**src/rtl/wb_commit_queue.sv**
```systemverilog
`default_nettype none
// ============================================================================
// Module      : wb_commit_queue
// Description : Writeback commit queue sitting in front of the register-file
//               write port. Accepts completed instructions from MEM, resolves
//               the destination register and write data when the instruction
//               is accepted (ALU, MEM, LINK R7<-PC+2, LBI Rs<-imm), buffers up
//               to DEPTH results and retires one per cycle into a registered
//               write port. Publishes a pending-destination mask for decode
//               hazard checks and a sticky halted flag.
//
// Ports       : clk        rising-edge clock
//               rst        asynchronous active-low reset
//               in_valid   MEM result valid
//               in_ready   queue can accept (not full, not halted)
//               in_wen     instruction writes a register
//               in_sel     00 ALU, 01 MEM, 10 LINK, 11 LBI
//               in_dst     destination for ALU/MEM
//               in_rs      destination for LBI
//               in_alu     ALU result
//               in_mem     memory read data
//               in_imm     sign-extended immediate
//               in_pc      PC of the instruction
//               in_halt    instruction is HALT
//               wb_hold    write port unavailable, no retire this cycle
//               wr_en      register write enable
//               wr_addr    register write address
//               wr_data    register write data
//               busy_mask  bit r set: a queued writing entry targets Rr
//               halted     sticky, a HALT entry has retired
//
// Build option: WB_BYPASS_EN - when defined, an input accepted into an empty
//               queue with wb_hold low is written combinationally in the
//               same cycle and never stored.
//
// Revision    : 1.0 - initial release
// ============================================================================
module wb_commit_queue #(
  parameter int DEPTH = 2,
  parameter int DW    = 16,
  parameter int AW    = 3
) (
  input  logic                 clk,
  input  logic                 rst,
  input  logic                 in_valid,
  output logic                 in_ready,
  input  logic                 in_wen,
  input  logic [1:0]           in_sel,
  input  logic [AW-1:0]        in_dst,
  input  logic [AW-1:0]        in_rs,
  input  logic [DW-1:0]        in_alu,
  input  logic [DW-1:0]        in_mem,
  input  logic [DW-1:0]        in_imm,
  input  logic [DW-1:0]        in_pc,
  input  logic                 in_halt,
  input  logic                 wb_hold,
  output logic                 wr_en,
  output logic [AW-1:0]        wr_addr,
  output logic [DW-1:0]        wr_data,
  output logic [2**AW-1:0]     busy_mask,
  output logic                 halted
);

  localparam int PW = $clog2(DEPTH);
  localparam int CW = PW + 1;

  localparam logic [1:0]    SEL_ALU    = 2'b00;
  localparam logic [1:0]    SEL_MEM    = 2'b01;
  localparam logic [1:0]    SEL_LINK   = 2'b10;
  localparam logic [1:0]    SEL_LBI    = 2'b11;
  localparam logic [AW-1:0] LINK_REG   = AW'(7);
  localparam logic [CW-1:0] FULL_COUNT = CW'(DEPTH);

  // Queue storage
  logic [DEPTH-1:0] ent_wen_q, ent_wen_d;
  logic [DEPTH-1:0] ent_halt_q, ent_halt_d;
  logic [AW-1:0]    ent_addr_q [DEPTH];
  logic [AW-1:0]    ent_addr_d [DEPTH];
  logic [DW-1:0]    ent_data_q [DEPTH];
  logic [DW-1:0]    ent_data_d [DEPTH];

  logic [PW-1:0]    rd_ptr_q, rd_ptr_d;
  logic [PW-1:0]    wr_ptr_q, wr_ptr_d;
  logic [CW-1:0]    count_q, count_d;

  logic             wr_en_q, wr_en_d;
  logic [AW-1:0]    wr_addr_q, wr_addr_d;
  logic [DW-1:0]    wr_data_q, wr_data_d;
  logic             halted_q, halted_d;

  // Resolved view of the incoming instruction
  logic             res_wen;
  logic [AW-1:0]    res_addr;
  logic [DW-1:0]    res_data;

  logic             accept;
  logic             retire;
  logic             bypass;
  logic             push;
  logic             halt_retire;
  logic [DEPTH-1:0] slot_valid;

  // HALT never writes a register, whatever its wen bit says.
  assign res_wen = in_wen & ~in_halt;

  always_comb begin
    res_addr = in_dst;
    res_data = in_alu;
    case (in_sel)
      SEL_ALU:  begin res_addr = in_dst;   res_data = in_alu;          end
      SEL_MEM:  begin res_addr = in_dst;   res_data = in_mem;          end
      SEL_LINK: begin res_addr = LINK_REG; res_data = in_pc + DW'(2);  end
      SEL_LBI:  begin res_addr = in_rs;    res_data = in_imm;          end
    endcase
  end

  assign in_ready    = (count_q != FULL_COUNT) & ~halted_q;
  assign accept      = in_valid & in_ready;
  assign retire      = (count_q != '0) & ~wb_hold;
  assign halt_retire = retire & ent_halt_q[rd_ptr_q];

`ifdef WB_BYPASS_EN
  assign bypass  = accept & (count_q == '0) & ~wb_hold;
  assign wr_en   = bypass ? res_wen  : wr_en_q;
  assign wr_addr = bypass ? res_addr : wr_addr_q;
  assign wr_data = bypass ? res_data : wr_data_q;
`else
  assign bypass  = 1'b0;
  assign wr_en   = wr_en_q;
  assign wr_addr = wr_addr_q;
  assign wr_data = wr_data_q;
`endif

  // An entry accepted in the same cycle a HALT retires sits behind the HALT
  // and is dropped along with everything else still queued.
  assign push   = accept & ~bypass & ~halt_retire;
  assign halted = halted_q;

  always_comb begin
    ent_wen_d  = ent_wen_q;
    ent_halt_d = ent_halt_q;
    ent_addr_d = ent_addr_q;
    ent_data_d = ent_data_q;
    rd_ptr_d   = rd_ptr_q;
    wr_ptr_d   = wr_ptr_q;
    count_d    = count_q + CW'(push) - CW'(retire);
    wr_en_d    = 1'b0;
    wr_addr_d  = wr_addr_q;
    wr_data_d  = wr_data_q;
    halted_d   = halted_q;

    if (retire) begin
      wr_en_d   = ent_wen_q[rd_ptr_q];
      wr_addr_d = ent_addr_q[rd_ptr_q];
      wr_data_d = ent_data_q[rd_ptr_q];
      rd_ptr_d  = rd_ptr_q + PW'(1);
    end

    // Keep the registered copy in step so the port holds the bypassed
    // address/data once the combinational path goes away.
    if (bypass) begin
      wr_addr_d = res_addr;
      wr_data_d = res_data;
      if (in_halt) halted_d = 1'b1;
    end

    if (push) begin
      ent_wen_d[wr_ptr_q]  = res_wen;
      ent_halt_d[wr_ptr_q] = in_halt;
      ent_addr_d[wr_ptr_q] = res_addr;
      ent_data_d[wr_ptr_q] = res_data;
      wr_ptr_d             = wr_ptr_q + PW'(1);
    end

    if (halt_retire) begin
      halted_d = 1'b1;
      count_d  = '0;
      rd_ptr_d = '0;
      wr_ptr_d = '0;
    end
  end

  always_ff @(posedge clk or negedge rst) begin
    if (!rst) begin
      ent_wen_q  <= '0;
      ent_halt_q <= '0;
      for (int i = 0; i < DEPTH; i++) begin
        ent_addr_q[i] <= '0;
        ent_data_q[i] <= '0;
      end
      rd_ptr_q  <= '0;
      wr_ptr_q  <= '0;
      count_q   <= '0;
      wr_en_q   <= 1'b0;
      wr_addr_q <= '0;
      wr_data_q <= '0;
      halted_q  <= 1'b0;
    end else begin
      ent_wen_q  <= ent_wen_d;
      ent_halt_q <= ent_halt_d;
      ent_addr_q <= ent_addr_d;
      ent_data_q <= ent_data_d;
      rd_ptr_q   <= rd_ptr_d;
      wr_ptr_q   <= wr_ptr_d;
      count_q    <= count_d;
      wr_en_q    <= wr_en_d;
      wr_addr_q  <= wr_addr_d;
      wr_data_q  <= wr_data_d;
      halted_q   <= halted_d;
    end
  end

  // A slot is live when its distance from the head is below the occupancy.
  for (genvar i = 0; i < DEPTH; i++) begin : g_slot
    logic [PW-1:0] off;
    assign off           = PW'(i) - rd_ptr_q;
    assign slot_valid[i] = ({1'b0, off} < count_q);
  end

  always_comb begin
    busy_mask = '0;
    for (int i = 0; i < DEPTH; i++) begin
      if (slot_valid[i] && ent_wen_q[i]) busy_mask[ent_addr_q[i]] = 1'b1;
    end
  end

endmodule
`default_nettype wire
```
**config.mk**
```make
export PLATFORM = sky130hd
export DESIGN_NAME = wb_commit_queue
export DESIGN_NICKNAME = d
export VERILOG_FILES = /design/src/rtl/wb_commit_queue.sv
export SDC_FILE = /design/constraint.sdc
export NUM_CORES = 1
export LEC_CHECK = 0
export CORE_MARGIN = 3
export CORE_UTILIZATION = 43
export DETAILED_ROUTE_END_ITERATION = 8
export GPL_TIMING_DRIVEN = 0
export HOLD_SLACK_MARGIN = 0.08
export PLACE_DENSITY = 0.74
export SYNTH_ARGS = -nofsm -noshare
export SYNTH_HDL_FRONTEND = slang
export SYNTH_SLANG_ARGS = --single-unit
```
**constraint.sdc**
```tcl
create_clock -name clk -period 2 [get_ports clk]
set_clock_uncertainty 0.1 [all_clocks]
set_input_delay 0.6 -clock clk [delete_from_list [all_inputs] [get_ports clk]]
set_output_delay 0.6 -clock clk [all_outputs]
set_load 0.1 [all_outputs]
```
; Yosys cells after proc, flatten, opt, wreduce, memory -nomap -nowiden
; Cells that the tools add are included.
[totals]
reg_bits = 67
inputBits = 78
output_inout_bits = 30
[op_classes]
add_sub_neg = 7
n_lt_le_gt_ge = 12
eq_ne = 4
n_mux = 34
bitwise = 13
reduce_logical = 11
[op_table]
columns = operator, count
row1 = 2-to-1 mux 16 bit, 4
row2 = one-hot mux 16 bit (4 select lines), 1
row3 = bitwise mux 32 bit, 1
row4 = adder 16 x 2 -> 16 bit (second input constant), 1
row5 = demux 16 bit (select 1 bit), 1
row6 = 2-to-1 mux 8 bit, 2
row7 = 2-to-1 mux 1 bit, 12
row8 = 2-to-1 mux 3 bit, 4
row9 = one-hot mux 3 bit (3 select lines), 1
row10 = < comparator 3 x 4 -> 1 bit (second input constant), 2
row11 = bitwise OR 8 bit, 1
row12 = AND 1 bit, 6
row13 = bitwise mux 6 bit, 1
row14 = demux 1 bit (select 3 bit), 2
row15 = greater-or-equal comparator 3 x 1 -> 1 bit (second input constant), 2
row16 = logical AND 1 bit, 6
row17 = nonzero test 2 bit, 3
row18 = bitwise mux 2 bit, 2
row19 = equality test 2 bit (second input constant), 2
row20 = greater-or-equal comparator 2 bit (second input constant), 2
row21 = < comparator 1 x 2 -> 1 bit, 2
row22 = < comparator 1 x 2 -> 1 bit (second input constant), 2
row23 = inverter 1 bit, 4
row24 = inverter 1 -> 2 bit, 2
row25 = 13 further kinds, 15

; Longest topological paths before layout
[logic_depth]
word_depth = 8
mapped_depth = 10
ltp_nobuf = 8

; Worst setup path after synthesis
; No wires, ideal clock.
[synth_timing]
kind = register -> output
from = register rd_ptr_q
to = output busy_mask[0]
t_arrival_ps = 3061
t_required_ps = 1300
path_slack_ps = -1761
path_stages_with_launch = 5
path_buffers = 1
path_cell_list = dfrtp_1 > buf_2 > nor2_1 > o211ai_1 > o32ai_1
[synth_between]
elab_chain_cells = 6
word_cells_on_any_way = 9
classes_between = add/sub: 2 / order compare: 2 / mux: 2 / bitwise: 1 / reduce/logical: 2
[synth_rtl]
columns = item, line
row1 = from (decl), 82  ; logic [PW-1:0] rd_ptr_q, rd_ptr_d;
row2 = from (signal assigned), 203  ; rd_ptr_q <= rd_ptr_d;
row3 = subtractor 1 bit, 216  ; assign off = PW'(i) - rd_ptr_q;
row4 = < comparator 1 x 2 -> 1 bit, 217  ; assign slot_valid[i] = ({1'b0, off} < count_q);
row5 = logical AND 1 bit, 223  ; if (slot_valid[i] && ent_wen_q[i]) busy_mask[ent_addr_q[i]] = 1'b1;
row6 = 2-to-1 mux 8 bit, 223
row7 = bitwise OR 8 bit (no line), n/a
row8 = 2-to-1 mux 8 bit (*), 223
row9 = to (decl), 60  ; output logic [2**AW-1:0] busy_mask,
; Mark *: on every way between the ends. The rest lies on a longest branch, timed or not.

; Worst setup path after layout
; Ends and elaborated chain as after synthesis.

==> run summary <==
fmax - 403.9 MHz
Worst slew margin - 44.67%
via-per-instance ratio - 5.548
sw frac - 20.37%
worst r2r src - rd_ptr_q
Max Slew Vio Count - 0
top_reg_cell synth - dfrtp_1
Design Power - 3.369 mW
Initial Utilization - 45.48%
wire per inst - 18.93 um
vias - 3434
crit end category - output pin
CP Launch Type - register
setup TNS - -9.889 ns
most numerous cell in the Yosys netlist - dfrtp_1
reg2reg end - ent_data_q[12]
PnR worst setup slack - -0.4757 ns
Global Route Usage Sum - 22.72%
Max rail drop VDD - 297.9 uV
Sink Count - 67
Yosys reg bits - 67
min-delay worst type - in -> async
Synth Net Count - 442
r2r setup slk - -0.31 ns
grt ovf - 0
Leak Pwr - 2.524 nW
chip width - 97.80 um
n_diodes - 0
area grow syn2layout - 64.30%
failing checks - negative setup slack
drt first pass iters - 6
H-tree depth - 3
global-route wire length before repair - 17480 um
Yosys cell types - 51
endpoints failing setup - 51
CP Class - reg -> out
Hold Vio Cnt, Final - 0
Worst EP required - 1.30 ns
CTS Root Cell - clkbuf_8
crit path from - rd_ptr_q
clk slew on worst S/H paths - 0.08 ns
Die Ht - 97.80 um
drc violations - 0
worst reg2reg path depth - 11
crit-path max FO - 4
EDFF count, synth - 0
Clock Power Share - 49.0%
Synth area leader - dfrtp_1
arrival time worst endpoint - 1.78 ns
Synth Area per Inst - 10.04 sq um
PortBufs - 106
CTS Hold Bufs - 0
top post-synthesis cells by area - dfrtp_1 46%, nand2_1 6.7%, mux2i_1 6.6%, o21ai_0 6.4%, mux2_2 5.9%
sequential area share after synthesis - 46.27%
most common library cells after synthesis - 67 x dfrtp_1, 65 x nand2_1, 46 x o21ai_0
GP Congestion - 0.8202
insertion delay to the later sink of the worst-skew pair - 0.34 ns
Pint - 2.683 mW
worst hold slack - 0.2484 ns
synth warn - 0
row cnt - 32
Clock Tree Buf Depth - 2
Logic pwr share - 10.8%
core area - 7968 sq um
fin util - 74.72%
Yosys top cell area share - 46.27%
Post-Synthesis Cells - 361
NumNets Final - 593
RSZ-0062 raised after global routing - yes
post-DP HPWL - 7618 um
power density cells - 565.8 nW/um^2
largest net degree at the start of global routing - 68
Adder-Cell Fraction of Synth Area - 1.036%
Psw - 686.0 uW
main combinational cell family by area after synthesis - multiplexers
DIE AREA - 9564 sq um
Tmin final - 2.476 ns
cts bufs inserted - 9
final wirelength - 11720 um
Max Cap Viol - 0
mux share of post-synthesis cell area - 17.82%
register share of total power - 40.2%
# IOs - 108
Synth Area in Compound Gates - 13.64%
ys async rst share - 100.0%
Synth Area in XOR/XNOR - 2.175%
layout cell share with drive strength beyond 1 - 32.30%
status - finished with violations
Routed Antenna Nets - 0
Synth Area in Simple Gates - 15.19%
synthesized area - 3623 sq um
CTS tree - yes
Starting DRT DRC Count - 168
final period utilization - 123.8%
vias in the first global route - 3567
Least-Margin Pin Slew - 0.8300 ns
initial antenna violation count - 0
[per-layer routing]
| metal | track usage, % | vias to the layer above | part of all wire (%) |
|---|---|---|---|
| li1 | - | 1590 | - |
| met2 | 39.48 | 150 | 52 |
| met1 | 28.08 | 1672 | 40 |
| met4 | 7.029 | 0 | 1.8 |
| met3 | 5.357 | 22 | 6.0 |
| met5 | 0 | - | 0 |
[state kept, by name (all words and copies together) (netlist names)]
| name | count |
|---|---|
| wr_data | 16 |
| rd_ptr_q | 1 |
| ent_halt_q | 2 |
| ent_data_q | 32 |
| ent_addr_q | 6 |
| wr_ptr_q | 1 |
| count_q | 2 |
| halted | 1 |
| wr_addr | 3 |
| wr_en | 1 |
| ent_wen_q | 2 |
[layout by cell type (no fill, tap or decap), types with 11 or more instances in the layout]
| master | count |
|---|---|
| buf_4 | 21 |
| buf_6 | 16 |
| nor2_1 | 12 |
| mux2_2 | 16 |
| clkbuf_8 | 11 |
| dfrtp_1 | 63 |
| clkdlybuf4s15_2 | 13 |
| mux2i_1 | 23 |
| nand2_1 | 65 |
| buf_12 | 12 |
| clkdlybuf4s50_1 | 62 |
| o21ai_0 | 29 |
| o21ai_1 | 18 |
[area by class of cell]
cell class              count  area, sq um
clock buffers              10        137.6
multi-input cells         265         2077
fillers                   538         2014
well taps                 102        127.6
inverters                   8        30.03
clock inverters             6        158.9
flip-flops and latches     67         1684
repair buffers            143         1565
plain buffers              18        172.7
[power groups by stage]
stage | Combinational (mW) | Clock, mW | Sequential, mW
floorplan | 0.130 | 0 | 1.38
global placement | 0.352 | 0 | 1.38
detailed placement | 0.357 | 0 | 1.38
CTS | 0.362 | 1.66 | 1.35
global route | 0.391 | 1.73 | 1.35
finish | 0.363 | 1.65 | 1.35
[stage by stage]
step | area (sq um) | setup WS [ns] | std cells
floorplan | 3825 | -0.5067 | 361
global placement | 5014 | -2.344 | 569
detailed placement | 5011 | -1.199 | 569
CTS | 5758 | -0.3997 | 609
global route | 5953 | -0.5340 | 619
finish | 5953 | -0.4757 | 619
[what timing repair did]
action / in CTS / in global routing
setup endpoints to repair: 73 / 63
gates resized for setup: 206 / 38
buffers inserted: 24 / 7
pin swaps: 16 / 9
cloned: 1 / 5
[critical path, stage by stage, from the launching register on]
cell and delay (ns):
dfrtp_2 0.45, nor2_4 0.13, o211ai_1 0.11, buf_4 0.20, o32ai_4 0.32, buf_12 0.22
[logic make-up (layout without fill, tap and decap cells)]
| family | after synthesis | count (layout) |
|---|---|---|
| simple gates | 118 | 118 |
| compound gates | 83 | 83 |
| fa+ha+maj | 3 | 3 |
| mux | 52 | 52 |
| flops | 67 | 67 |
| xor+xnor | 9 | 9 |
| buf+inv | 29 | 185 |
[worst max path at each step]
stage	endpoint	slack (ns)	depth (start not counted)
global route	busy_mask[0]	-0.53	6
floorplan	busy_mask[0]	-0.51	4
detailed placement	busy_mask[0]	-1.20	5
finish	busy_mask[0]	-0.48	5
global placement	halted	-2.34	1
CTS	busy_mask[0]	-0.40	5
(Power assumes the default switching activity.)
